<file path="config.mk">
export PLATFORM = sky130hd
export DESIGN_NAME = ram_burst_writer
export DESIGN_NICKNAME = d
export VERILOG_FILES = /design/src/rtl/ram_burst_writer.sv
export SDC_FILE = /design/constraint.sdc
export NUM_CORES = 1
export LEC_CHECK = 0
export ABC_AREA = 1
export ABC_CLOCK_PERIOD_IN_PS = 2870
export BUFFER_PORTS_ARGS = -buffer_cell sky130_fd_sc_hd__buf_2
export CORE_MARGIN = 5
export CORE_UTILIZATION = 48
export DETAILED_ROUTE_END_ITERATION = 7
export GPL_TIMING_DRIVEN = 1
export MAX_ROUTING_LAYER = met4
export PLACE_DENSITY = 0.76
export SLEW_MARGIN = 20
export SYNTH_ARGS = -nofsm -noshare
export SYNTH_HDL_FRONTEND = slang
export SYNTH_SLANG_ARGS = --single-unit
</file>
<file path="constraint.sdc">
create_clock -name clk -period 2.87 [get_ports clk]
set_clock_uncertainty 0.2 [all_clocks]
set_input_delay 0.574 -clock clk [delete_from_list [all_inputs] [get_ports clk]]
set_output_delay 0.574 -clock clk [all_outputs]
set_load 0.05 [all_outputs]
</file>
<file path="src/rtl/ram_burst_writer.sv">
// ram_burst_writer: streams burst data into a RAM with two write ports, pairing words into one write per cycle.
// Optional READBACK_CHECK_EN reads the burst back and compares XOR signatures (chk_err).
module ram_burst_writer #(
    parameter int ADDR_WIDTH = 12,
    parameter int DATA_WIDTH = 32,
    parameter int LEN_WIDTH  = 8
) (
    input  logic                  clk,
    input  logic                  reset,
    input  logic                  cmd_valid,
    output logic                  cmd_ready,
    input  logic [ADDR_WIDTH-1:0] cmd_addr,
    input  logic [LEN_WIDTH-1:0]  cmd_len,
    input  logic                  wr_valid,
    output logic                  wr_ready,
    input  logic [DATA_WIDTH-1:0] wr_data,
    output logic [ADDR_WIDTH-1:0] addr_a,
    output logic [ADDR_WIDTH-1:0] addr_b,
    output logic [DATA_WIDTH-1:0] data_a,
    output logic [DATA_WIDTH-1:0] data_b,
    output logic                  we_a,
    output logic                  we_b,
    output logic [ADDR_WIDTH-1:0] addr_c,
    output logic [ADDR_WIDTH-1:0] addr_d,
    input  logic [DATA_WIDTH-1:0] q_c,
    input  logic [DATA_WIDTH-1:0] q_d,
    output logic                  busy,
    output logic                  done,
    output logic                  chk_err
);
    typedef enum logic [2:0] {IDLE, FILL, TAIL, CHECK, FINISH} state_t;
`ifdef READBACK_CHECK_EN
    localparam state_t AFTER = CHECK;
`else
    localparam state_t AFTER = FINISH;
`endif
    state_t state, next;
    logic [ADDR_WIDTH-1:0] base, wr_addr;
    logic [LEN_WIDTH-1:0] len, cnt;
    logic [DATA_WIDTH-1:0] pair;
    logic cmd_fire, wr_fire, all_in, last_word, check_done;

    assign cmd_ready = state == IDLE;
    assign wr_ready  = state == FILL && !all_in;
    assign busy      = state != IDLE;
    assign done      = state == FINISH;
    assign cmd_fire  = cmd_valid && cmd_ready;
    assign wr_fire   = wr_valid && wr_ready;
    assign all_in    = cnt == len;
    assign last_word = cnt + LEN_WIDTH'(1) == len;
    assign wr_addr   = base + ADDR_WIDTH'(cnt);

    always_ff @(posedge clk) begin
        state <= reset ? IDLE : next;
    end

    // An even-length burst lingers one FILL cycle after its last word so done follows the final write.
    always_comb begin
        next = state;
        case (state)
            IDLE:    next = cmd_fire ? (cmd_len == '0 ? FINISH : FILL) : IDLE;
            FILL:    next = all_in ? AFTER : (wr_fire && last_word && !cnt[0]) ? TAIL : FILL;
            TAIL:    next = AFTER;
            CHECK:   next = check_done ? FINISH : CHECK;
            default: next = IDLE;
        endcase
    end

    always_ff @(posedge clk) begin
        if (reset) begin
            base   <= '0;
            len    <= '0;
            cnt    <= '0;
            pair   <= '0;
            addr_a <= '0;
            addr_b <= '0;
            data_a <= '0;
            data_b <= '0;
            we_a   <= 1'b0;
            we_b   <= 1'b0;
        end else begin
            we_a <= 1'b0;
            we_b <= 1'b0;
            if (cmd_fire) begin
                base <= cmd_addr;
                len  <= cmd_len;
                cnt  <= '0;
            end
            if (wr_fire) begin
                cnt <= cnt + LEN_WIDTH'(1);
                if (cnt[0]) begin
                    addr_a <= wr_addr - ADDR_WIDTH'(1);
                    addr_b <= wr_addr;
                    data_a <= pair;
                    data_b <= wr_data;
                    we_a   <= 1'b1;
                    we_b   <= 1'b1;
                end else begin
                    pair <= wr_data;
                    if (last_word) begin
                        addr_a <= wr_addr;
                        data_a <= wr_data;
                        we_a   <= 1'b1;
                    end
                end
            end
        end
    end

`ifdef READBACK_CHECK_EN
    logic [LEN_WIDTH:0] rcnt, rlen;
    logic [DATA_WIDTH-1:0] wsig, rsig;
    logic issue, v1, v2, odd1, odd2;

    assign rlen       = {1'b0, len};
    assign issue      = state == CHECK && rcnt < rlen;
    assign check_done = rcnt >= rlen && !v1 && !v2;

    // v1 marks a read address on the port, v2 the cycle its data is returned.
    always_ff @(posedge clk) begin
        if (reset) begin
            rcnt    <= '0;
            wsig    <= '0;
            rsig    <= '0;
            v1      <= 1'b0;
            v2      <= 1'b0;
            odd1    <= 1'b0;
            odd2    <= 1'b0;
            addr_c  <= '0;
            addr_d  <= '0;
            chk_err <= 1'b0;
        end else begin
            v1   <= issue;
            odd1 <= issue && rcnt + (LEN_WIDTH+1)'(1) == rlen;
            v2   <= v1;
            odd2 <= odd1;
            if (issue) begin
                addr_c <= base + ADDR_WIDTH'(rcnt);
                addr_d <= base + ADDR_WIDTH'(rcnt) + ADDR_WIDTH'(1);
                rcnt   <= rcnt + (LEN_WIDTH+1)'(2);
            end
            if (v2)
                rsig <= rsig ^ q_c ^ (odd2 ? '0 : q_d);
            if (wr_fire)
                wsig <= wsig ^ wr_data;
            if (state == CHECK && check_done)
                chk_err <= rsig != wsig;
            if (cmd_fire) begin
                rcnt    <= '0;
                wsig    <= '0;
                rsig    <= '0;
                chk_err <= 1'b0;
            end
        end
    end
`else
    logic unused_q;
    assign unused_q   = ^{q_c, q_d};
    assign addr_c     = '0;
    assign addr_d     = '0;
    assign chk_err    = 1'b0;
    assign check_done = 1'b1;
`endif
endmodule

</file>
Word level (Yosys, flattened, before mapping)
Index checks and enable logic that the tools add are counted.

Word-level logic and storage cells: 53. Output and inout bits: 119. Register bits after elaboration: 153. Bits of input ports: 120.

Add/subtract/negate cells: 3. Bitwise operators: 2. Eq/ne operators: 6. Multiplexer cells: 14. Reduce and logical (&&, ||, !) cells: 17.

Operators with widths (count): 32-bit two-way mux (2); 12-bit two-way mux (2); 8-bit equality test (2); 8-bit two-way mux (2); 12-bit by 8-bit adder with 12-bit output (1); 12-bit by 1-bit subtractor with 12-bit output, second input constant (1); 3-bit two-way mux (3); 3-bit case mux with 3 select lines (1); 8-bit by 1-bit adder with 8-bit output, second input constant (1); 8-bit logical NOT (1); 3-bit by 2-bit equality test with 1-bit output, second input constant (2); 2-bit AND reduction (3); 1-bit logical AND (5); 2-bit nonzero test (2); 2-bit OR reduction (2); 3-bit by 1-bit equality test with 1-bit output, second input constant (1); 3-bit equality test, second input constant (1); 3-bit logical NOT (1); 1-bit two-way mux (3); 3-bit nonzero test (1); 1-bit logical NOT (2); 2-bit two-way mux (1); 1-bit inverter (2).

Longest topological paths before layout
Gate-level depths: netlist of the first run.

Word-level depth: 9. Mapped depth: 16. Gate-level depth less buffers: 16.

Worst setup path after synthesis of the first run
OpenSTA, ideal clock, no wires.

Path type: reg2reg. Start: register cnt[0]. End: register addr_a[11]. Clock period less this slack: 2350 ps. Slack: 520 ps. Data arrival time: 2080 ps. Required time: 2600 ps. Stages on the path, launching flop included: 14. Library setup time: 70 ps. Buffers on the path: 0. Cells stage by stage: dfxtp_1 -> ha_1 -> inv_1 -> fa_1 -> nand3_1 -> nor2_1 -> nand3_1 -> nor2_1 -> nand3_1 -> nor2_1 -> nand2_1 -> nand2_1 -> nand2_1 -> a21oi_1.

Cells in the longest elaborated chain, start to end: 5. Elaborated cells between the ends (all ways): 12. Those cells by class: 3 x add/sub; 2 x eq/ne; 2 x mux; 5 x reduce/logical.

Ends and longest elaborated chain: from (decl) (line 39) `logic [LEN_WIDTH-1:0] len, cnt;`; from (signal assigned) (line 90) `cnt <= cnt + LEN_WIDTH'(1);`; parallel branches: the longest is 5 deep, another holds 12-bit by 8-bit adder with 12-bit output; to (signal assigned) (line 92) `addr_a <= wr_addr - ADDR_WIDTH'(1);`; to (signal assigned) (line 101) `addr_a <= wr_addr;`; to (decl) (line 17) `output logic [ADDR_WIDTH-1:0] addr_a,`.

Several ways; the timed one is not identified. The select of a mux whose other input is x is not followed. A chain may end at the register's enable or synchronous reset.

Final worst setup path of the first run
Start: register cnt[0]. End: register addr_a[10].

Same word-level chain as after synthesis.

==> results of run 1 <==
state kept, by name, indices dropped and copies added (netlist names):
register  cells
addr_a       12
addr_b       12
base         12
cnt           8
data_a       32
data_b       32
len           8
pair         32
state         3
we_a          1
we_b          1
cells by family after synthesis:
kind of cell / synth area share, %
adder cells (fa/ha/maj): 1.97
AO/OA/AOI/OAI: 12.1
XOR/XNOR: 1.19
flip-flops: 41.6
buffers and inverters: 10.3
other: 0.0510
AND/OR/NAND/NOR: 32.8
layout by cell type, fill, tap and decap left out, types with 17 or more instances in the layout:
cell | synthesis | routed
a21oi_1 | 49 | 49
buf_2 | 9 | 149
clkbuf_16 | 0 | 17
conb_1 | 1 | 25
dfxtp_1 | 153 | 151
inv_1 | 69 | 68
nand2_1 | 281 | 281
nand3_1 | 46 | 45
nor2_1 | 244 | 242
o21ai_0 | 124 | 124
what timing repair did:
item / 4_1_cts / 5_1_grt
setup endpoints to repair: 0 / 6
endpoints found under the hold margin: 0 / 0
gates resized for setup: 0 / 6
worst max path at each step:
| stage | cells after the start | slack (ps) | to |
|---|---|---|---|
| after floorplan | 13 | 520 | addr_a[11]$_SDFFE_PP0P_ |
| after global placement | 11 | 210 | addr_a[10]$_SDFFE_PP0P_ |
| after detailed placement | 12 | 100 | addr_a[10]$_SDFFE_PP0P_ |
| after CTS | 12 | 80 | addr_a[10]$_SDFFE_PP0P_ |
| after global routing | 13 | -40 | addr_a[11]$_SDFFE_PP0P_ |
| final | 12 | 180 | addr_a[10]$_SDFFE_PP0P_ |
Yosys cell counts, drive strengths merged:
| cell type | n |
|---|---|
| xnor2 | 4 |
| ha | 10 |
| buf | 44 |
| and2 | 2 |
| nand4 | 11 |
| clkinv | 1 |
| o21a | 2 |
| xor2 | 6 |
| nand2 | 284 |
| inv | 75 |
| nor2 | 247 |
| fa | 1 |
| dfxtp | 153 |
| a21oi | 49 |
| nor3 | 3 |
| nor4b | 1 |
| conb | 1 |
| clkbuf | 36 |
| o21ai | 125 |
| nand3 | 48 |
| a211oi | 1 |
| or2 | 2 |
| nor3b | 1 |
final cells by class:
type	instances	area, sq um	area share [%]
multi-input cells	822	3650	41.9
flip-flops and latches	153	3070	35.2
repair buffers	160	841	9.65
clock buffers	17	425	4.88
inverters	76	288	3.30
well taps	188	235	2.70
clock inverters	15	205	2.36
worst register-to-register path, cell delays in order (launching register included):
cell and delay (ps):
dfxtp_2 400, ha_1 240, inv_1 70, fa_1 550
ha_1 160, nand2_1 80, nor2_1 190, nand3_1 190
nor2_4 190, nand3_1 90, nand2_1 70, nand2_1 70
a21oi_1 110
power groups by stage:
| stage | Sequential, uW | Clock (uW) | Combinational (uW) |
|---|---|---|---|
| after global placement | 2310 | 0 | 703 |
| final | 2260 | 2360 | 714 |
| after floorplan | 2370 | 0 | 490 |
| after global routing | 2270 | 2490 | 798 |
| after CTS | 2260 | 2400 | 712 |
| after detailed placement | 2310 | 0 | 709 |
stage by stage:
| step | setup TNS, ps | total power, uW | cells | setup WS (ps) |
|---|---|---|---|---|
| after detailed placement | 0 | 3020 | 1399 | 103 |
| after CTS | 0 | 5370 | 1431 | 78.3 |
| after global placement | 0 | 3010 | 1399 | 213 |
| final | 0 | 5330 | 1431 | 182 |
| after floorplan | 0 | 2860 | 1131 | 520 |
| after global routing | -36.9 | 5560 | 1431 | -36.9 |
metal layers:
layer / up-vias / part of all wire, % / wire length, microns
li1: 3688 / - / -
met1: 3190 / 46 / 8840
met2: 191 / 47 / 9080
met3: 23 / 5.4 / 1050
met4: 0 / 1.6 / 303
met5: - / 0 / 0
==> results.py, run 1 <==
metrics = {
    "outcome": {
        "outcome": "finished, final reports clean",
    },
    "detailed_routing": {
        "drtPass1Iterations": 5,
        "ant_nets": 0,
        "drc": 0,
        "wl_per_cell_microns": 13.5,
        "drt_wl_total_mm": 19.3,
        "vias_per_cell": 4.96,
        "num_vias": 7092,
        "drtIter0Drc": 538,
    },
    "timing": {
        "fmax_ghz": 0.372,
        "fin_crit_sh_pct": 93.7,
        "final-setup-viol-count": 0,
        "slew_violations": 0,
        "relSlewSlack_pct": 51.7,
        "hold_violations": 0,
        "worstMarginPinSlew_ps": 723,
        "hold_ws_ps": 194,
        "period_minus_slack_ps": 2690,
    },
    "setup_path": {
        "path_buf_inv": 1,
        "r2r_cells": 12,
        "start_kind": "flop",
        "critPathMaxFanout": 5,
        "cp.required_ps": 3020,
        "worstPathArrival_ps": 2840,
        "timing.critical_path.from": "cnt[0]$_SDFFE_PP0P_",
        "r2r_end": "addr_a[10]$_SDFFE_PP0P_",
        "rrSetupSlack_ps": 180,
        "path_class": "flop to flop",
        "max_stage_delay_ps": 550,
        "path_common_cell": "nand2_1",
        "crit_slowest_cell": "fa_1",
        "endpoint_kind": "flop",
        "crit_chain": "ha_1, inv_1, fa_1, ha_1, nand2_1, nor2_1, nand3_1, nor2_4, nand3_1, nand2_1, nand2_1, a21oi_1",
        "r2r-start": "cnt[0]$_SDFFE_PP0P_",
        "cp_top_family": "adder cells",
    },
    "hold_path": {
        "hp-start": "cmd_addr[2]",
        "hold_end": "base[2]$_SDFFE_PP0P_",
        "hp-class": "primary input to flop",
        "holdPathStages": 3,
    },
    "grt": {
        "grt_overflow": 0,
        "grtUsageMet1_pct": 28.1,
        "met3_usage_pct": 4.99,
        "grt_usage_pct": 22.2,
        "busiest_layer": "met2",
        "antenna_found_initial": 0,
        "grt_max_degree": 120,
        "use_met2_pct": 35.7,
        "grt_pass1_vias": 6570,
        "grt_pass1_wl_mm": 31.9,
    },
    "cells_and_area": {
        "fin_util_pct": 57.5,
        "n_antenna_cell": 0,
        "final_cell_area_sq_um": 8710,
        "final_layout_size_suffix_gt1_share_pct": 17.3,
        "fillCellCount": 1450,
        "area_delta_synth_final_pct": 18.4,
        "nets": 1361,
    },
    "placed_design": {
        "dp_hpwl_mm": 13.2,
        "routabilityCongestion": 0.943,
        "io_buffers": 149,
        "placed_cell_area_sq_um": 8060,
    },
    "yosys": {
        "yosysWarnings": 0,
        "ys_seq_elements": 153,
        "yosys.area.top_type": "dfxtp_1",
        "seq_area_frac_synth_pct": 41.6,
        "yosysTopAreaCellShare_pct": 41.6,
        "synth_area_leaders": "dfxtp_1, nand2_1, nor2_1",
        "ys_types": 37,
        "syn_avg_cell_area_sq_um": 6.65,
        "syn_inst": 1107,
        "synth_area_sq_um": 7360,
    },
    "clock_network": {
        "insertion_delay_ps": 420,
        "clock-sinks": 153,
        "cts_buffer_depth": 2,
        "root_buffer": "clkbuf_16",
        "htree_levels": 4,
        "cts_setup_buffers": 0,
        "cts_hold_buffers": 0,
        "numCtsBuffers": 17,
        "path_clk_slew_ps": 70,
        "cts_tree": "done",
    },
    "power": {
        "vdd_drop_max_uv": 407,
        "switching_share_pct": 29.8,
        "power_density_nw_per_um2": 612,
        "leakagePower_uw": 0.00440,
        "p_comb_share_pct": 13.4,
        "power_switching_uw": 1590,
        "p_seq_share_pct": 42.4,
        "power.internal_uw": 3740,
        "p_clk_share_pct": 44.2,
    },
    "floorplanning": {
        "initial_core_util_pct": 48.6,
        "die-area_sq_um": 17900,
        "coreArea_sq_um": 15100,
        "io_pins": 239,
        "die_h_microns": 134,
        "fp.dieW_microns": 134,
        "rows": 45,
    },
    "flow_run": {
        "drv_cap": 0,
    },
}
Power figures use the tool's default switching activity.
==> inputs of run 2 (changes only) <==
--- a/config.mk
+++ b/config.mk
@@ -14,7 +14,7 @@
 export GPL_TIMING_DRIVEN = 1
 export MAX_ROUTING_LAYER = met4
 export PLACE_DENSITY = 0.76
-export SLEW_MARGIN = 20
+export RECOVER_POWER = 100
 export SYNTH_ARGS = -nofsm -noshare
 export SYNTH_HDL_FRONTEND = slang
 export SYNTH_SLANG_ARGS = --single-unit
==> run 2 against run 1 <==
  * Cell count is the same
  * Die area is the same
  * Via count is essentially flat
  * Clock power is essentially flat
  * Sequential share of layout area grew 0.58 points
  * Critical path depth shrank 6
  * Largest cell class unchanged
==> results.py, run 2 (same netlist as run 1, synthesis figures left out) <==
metrics = {
    "floorplanning": {
        "coreArea_sq_um": 15100,
        "die_h_microns": 134,
        "rows": 45,
        "die-area_sq_um": 17900,
        "initial_core_util_pct": 48.6,
        "fp.dieW_microns": 134,
        "io_pins": 239,
    },
    "hold_path": {
        "hp-class": "primary input to flop",
        "hold_end": "base[2]$_SDFFE_PP0P_",
        "holdPathStages": 3,
        "hp-start": "cmd_addr[2]",
    },
    "setup_path": {
        "worstPathArrival_ps": 1940,
        "cp_top_family": "flip-flops",
        "endpoint_kind": "output port",
        "r2r_cells": 12,
        "path_buf_inv": 2,
        "r2r-start": "cnt[0]$_SDFFE_PP0P_",
        "worstSetupPathDepth": 6,
        "r2r_end": "addr_a[10]$_SDFFE_PP0P_",
        "path_class": "flop to output port",
        "crit_slowest_cell": "dfxtp_1",
        "start_kind": "flop",
        "cp.required_ps": 2100,
        "max_stage_delay_ps": 500,
        "crit_chain": "xor2_1, nor2_1, nand4_1, nand2_1, inv_1, buf_2",
        "critPathMaxFanout": 6,
        "rrSetupSlack_ps": 180,
    },
    "clock_network": {
        "path_clk_slew_ps": 70,
        "cts_tree": "done",
        "cts_hold_buffers": 0,
        "clock-sinks": 153,
        "cts_buffer_depth": 2,
        "htree_levels": 4,
        "numCtsBuffers": 17,
        "root_buffer": "clkbuf_16",
        "insertion_delay_ps": 420,
    },
    "detailed_routing": {
        "drtPass1Iterations": 5,
        "drtIter0Drc": 518,
        "vias_per_cell": 4.95,
        "wl_per_cell_microns": 13.5,
        "drc": 0,
        "num_vias": 7086,
        "drt_wl_total_mm": 19.3,
        "ant_nets": 0,
    },
    "cells_and_area": {
        "fillCellCount": 1517,
        "multi_input_area_sq_um": 3640,
        "layout_common_cells": "nand2_1, nor2_1, dfxtp_1",
        "n_antenna_cell": 0,
        "area_delta_synth_final_pct": 16.5,
        "reg_top3": "data_a x32, data_b x32, pair x32",
        "seq_area_sq_um": 3070,
        "nets": 1361,
        "final_cell_area_sq_um": 8570,
        "final_layout_size_suffix_gt1_share_pct": 9.33,
        "final_common_cell": "nand2_1",
    },
    "placed_design": {
        "routabilityCongestion": 0.943,
        "placed_cell_area_sq_um": 8060,
        "io_buffers": 149,
        "pre_cts_ws_ps": 103,
        "dp_hpwl_mm": 13.2,
    },
    "flow_run": {
        "drv_cap": 0,
    },
    "timing": {
        "period_minus_slack_ps": 2720,
        "fin_crit_sh_pct": 94.7,
        "setup_ws_ps": 152,
        "slew_violations": 0,
        "fmax_ghz": 0.368,
        "hold_violations": 0,
        "final-setup-viol-count": 0,
        "relSlewSlack_pct": 25.4,
        "worstMarginPinSlew_ps": 1120,
    },
    "power": {
        "vdd_drop_max_uv": 408,
        "leakagePower_uw": 0.00399,
        "power_density_nw_per_um2": 620,
    },
    "grt": {
        "grt_pass1_vias": 6570,
        "grt_pass1_wl_mm": 31.9,
        "busiest_layer": "met2",
        "antenna_found_initial": 0,
        "grt_usage_pct": 22.2,
        "grtUsageMet1_pct": 28.1,
        "use_met2_pct": 35.7,
        "grt_overflow": 0,
        "met3_usage_pct": 4.99,
        "grt_max_degree": 120,
    },
    "outcome": {
        "outcome": "finished, final reports clean",
    },
}
[run 2: cell count changes in the layout (fill, tap and decap cells not counted), moves of 2 or more]
cell      change
buf_2        -93
buf_4         -3
clkbuf_1     +94
clkbuf_2      +2
inv_1         +2
inv_2         -2
[run 2: routing by layer]
metal	wire length, microns	share of wire (%)
met3	1070	5.5
met5	0	0
met4	354	1.8
met2	8960	47
met1	8890	46
[run 2: worst max-delay path by stage]
stage	start	end	slack [ps]
global placement	cnt[0]$_SDFFE_PP0P_	addr_a[10]$_SDFFE_PP0P_	210
global route	cnt[0]$_SDFFE_PP0P_	addr_a[11]$_SDFFE_PP0P_	-40
finish	cnt[6]$_SDFFE_PP0P_	wr_ready	150
CTS	cnt[0]$_SDFFE_PP0P_	addr_a[10]$_SDFFE_PP0P_	80
detailed placement	cnt[0]$_SDFFE_PP0P_	addr_a[10]$_SDFFE_PP0P_	100
floorplan	cnt[0]$_SDFFE_PP0P_	addr_a[11]$_SDFFE_PP0P_	520
[run 2: what timing repair did]
action | 4_1_cts | 5_1_grt
gates resized for setup | 0 | 6
buffers inserted | 0 | 0
setup endpoints to repair | 0 | 6
[run 2: worst reg2reg max path, cell delays in order, from the launching register on]
cell and delay (ps):
dfxtp_2 400, ha_1 240, inv_1 70, fa_1 550, ha_1 160, nand2_1 80
nor2_1 190, nand3_1 190, nor2_4 190, nand3_1 90, nand2_1 70, nand2_1 60
a21oi_1 110
[run 2: layout make-up]
| type | count | share of cell area, % |
|---|---|---|
| timing repair buffer | 160 | 8.35 |
| multi-input combinational | 822 | 42.4 |
| inverter | 76 | 3.36 |
| tap | 188 | 2.74 |
| clock buffer | 17 | 4.96 |
| sequential | 153 | 35.8 |
| clock inverter | 15 | 2.39 |
[run 2: power by group]
part | internal [uW] | leakage [uW] | total, uW | switching [uW]
logic | 181 | 0.00244 | 702 | 520
clock network | 1340 | 0.000305 | 2350 | 1020
registers | 2210 | 0.00124 | 2260 | 51.8
[run 2: through the flow]
stage	hold WS [ps]	util (%)	cells	total power, uW	setup TNS, ps
floorplan	223	-	1131	2860	0
global placement	242	53.2	1399	3010	0
detailed placement	243	53.2	1399	3020	0
CTS	181	57.4	1431	5370	0
global route	185	56.6	1431	5550	-36.9
finish	193	56.6	1431	5320	0
==> inputs of run 3 (changes only) <==
--- a/config.mk
+++ b/config.mk
@@ -8,6 +8,7 @@
 export ABC_AREA = 1
 export ABC_CLOCK_PERIOD_IN_PS = 2870
 export BUFFER_PORTS_ARGS = -buffer_cell sky130_fd_sc_hd__buf_2
+export CAP_MARGIN = 20
 export CORE_MARGIN = 5
 export CORE_UTILIZATION = 48
 export DETAILED_ROUTE_END_ITERATION = 7
@@ -15,6 +16,7 @@
 export MAX_ROUTING_LAYER = met4
 export PLACE_DENSITY = 0.76
 export RECOVER_POWER = 100
+export SETUP_SLACK_MARGIN = 0.5
 export SYNTH_ARGS = -nofsm -noshare
 export SYNTH_HDL_FRONTEND = slang
 export SYNTH_SLANG_ARGS = --single-unit
==> run 3 against run 2 <==
  * Critical path type is now flop to flop
  * Hold slack worse by 1.2 ps
  * Sequential power about the same
  * Highest routed layer unchanged
  * Largest power group unchanged
  * Die area did not move
==> results.py, run 3 (same netlist as run 1, synthesis figures left out) <==
metrics = {
    "outcome": {
        "outcome": "finished, final reports clean",
    },
    "timing": {
        "fin_setup_tns_ps": 0,
        "period_minus_slack_ps": 2580,
        "fin_crit_sh_pct": 89.8,
        "hold_violations": 0,
        "slew_violations": 0,
        "fmax_ghz": 0.388,
        "relSlewSlack_pct": 24.2,
        "worstMarginPinSlew_ps": 1140,
        "final-setup-viol-count": 0,
        "rsz0062_at_grt": "yes",
    },
    "placed_design": {
        "dp.cells": 1399,
        "io_buffers": 149,
        "routabilityCongestion": 0.943,
        "dp_hpwl_mm": 13.2,
    },
    "cells_and_area": {
        "layout_common_cells": "nand2_1, nor2_1, dfxtp_1",
        "final_layout_size_suffix_gt1_share_pct": 13.8,
        "n_antenna_cell": 0,
        "multi_input_area_sq_um": 3820,
        "final_common_cell": "nand2_1",
        "reg_top3": "data_a x32, data_b x32, pair x32",
        "nets": 1385,
        "area_delta_synth_final_pct": 22.6,
        "seq_area_sq_um": 3080,
        "fillCellCount": 1463,
        "instances_no_fill": 1455,
    },
    "setup_path": {
        "path_buf_inv": 2,
        "worstPathArrival_ps": 2740,
        "crit_chain": "ha_4, inv_2, fa_2, buf_4, ha_2, nand2_2, nor2_4, nand3_4, nor2_4, nand3_1, nand2_1, nand2_1, a21oi_1",
        "endpoint_kind": "flop",
        "start_kind": "flop",
        "cp.required_ps": 3030,
        "critPathMaxFanout": 5,
        "crit_slowest_cell": "fa_2",
        "path_class": "flop to flop",
        "cp_top_family": "adder cells",
        "max_stage_delay_ps": 550,
    },
    "floorplanning": {
        "coreArea_sq_um": 15100,
        "initial_core_util_pct": 48.6,
        "die_h_microns": 134,
        "rows": 45,
        "io_pins": 239,
        "fp.dieW_microns": 134,
        "die-area_sq_um": 17900,
    },
    "clock_network": {
        "insertion_delay_ps": 430,
        "htree_levels": 4,
        "cts_hold_buffers": 0,
        "numCtsBuffers": 17,
        "path_clk_slew_ps": 70,
        "root_buffer": "clkbuf_16",
        "cts_tree": "done",
        "cts_buffer_depth": 2,
        "clock-sinks": 153,
    },
    "grt": {
        "grt_overflow": 0,
        "use_met2_pct": 36.3,
        "grt_pass1_wl_mm": 32.4,
        "grt_usage_pct": 22.5,
        "grtUsageMet1_pct": 28.4,
        "met3_usage_pct": 5.03,
        "antenna_found_initial": 0,
        "busiest_layer": "met2",
        "grt_max_degree": 120,
        "grt_pass1_vias": 6707,
    },
    "detailed_routing": {
        "drtPass1Iterations": 5,
        "wl_per_cell_microns": 14.1,
        "vias_per_cell": 5.04,
        "drc": 0,
        "drtIter0Drc": 514,
        "num_vias": 7333,
        "ant_nets": 0,
        "drt_wl_total_mm": 20.5,
    },
    "power": {
        "leakagePower_uw": 0.00414,
        "vdd_drop_max_uv": 411,
        "power_density_nw_per_um2": 596,
    },
    "hold_path": {
        "hp-class": "primary input to flop",
    },
    "flow_run": {
        "drv_cap": 0,
    },
}
-- run 3: cell type report --
type                            instances  share of cell area, %
Clock buffer                           17                   4.72
Clock inverter                         15                   2.27
Inverter                               76                   3.48
Multi-Input combinational cell        822                   42.3
Sequential cell                       153                   34.1
Tap cell                              188                   2.61
Timing Repair Buffer                  183                   10.4
Timing Repair inverter                  1                  0.125
-- run 3: what timing repair did --
item | 4_1_cts | 5_1_grt
gates resized for setup | 40 | 50
gates cloned | 0 | 4
endpoints found under the hold margin | 0 | 0
endpoints found under the setup margin | 48 | 91
setup buffers | 12 | 8
pin swaps | 12 | 10
-- run 3: final timing paths --
| kind | startpoint | to | slack (ps) | cells past startpoint |
|---|---|---|---|---|
| setup / recovery | cnt[0]$_SDFFE_PP0P_ | addr_a[10]$_SDFFE_PP0P_ | 290 | 13 |
| hold reg to reg | state[2]$_SDFF_PP0_ | state[2]$_SDFF_PP0_ | 250 | 1 |
| hold / removal | cmd_addr[2] | base[2]$_SDFFE_PP0P_ | 190 | 3 |
| setup reg to reg | cnt[0]$_SDFFE_PP0P_ | addr_a[10]$_SDFFE_PP0P_ | 290 | 13 |
-- run 3: through the flow --
stage	util (%)	hold slack, ps	total power (uW)	worst slack (ps)	instance area [sq um]
6_report	59.6	192	5380	292	9020
5_1_grt	59.6	185	5600	159	9020
4_1_cts	59.0	181	5400	444	8940
3_5_place_dp	53.2	243	3020	103	8060
3_3_place_gp	53.2	242	3010	213	8060
2_1_floorplan	-	223	2860	520	7450
-- run 3: worst min-delay path, stage by stage --
cell and delay (ps):
buf_2 100, nand2_1 50, a21oi_1 50
-- run 3: report_power, final --
group | internal (uW) | leakage, uW | switching, uW
registers | 2210 | 0.00124 | 53.8
logic | 208 | 0.00259 | 544
clock network | 1340 | 0.000305 | 1030
-- run 3: metal layers --
metal / wire length (microns) / share of wire [%]
met1: 9210 / 45
met2: 9760 / 48
met3: 1220 / 6.0
met4: 278 / 1.4
met5: 0 / 0
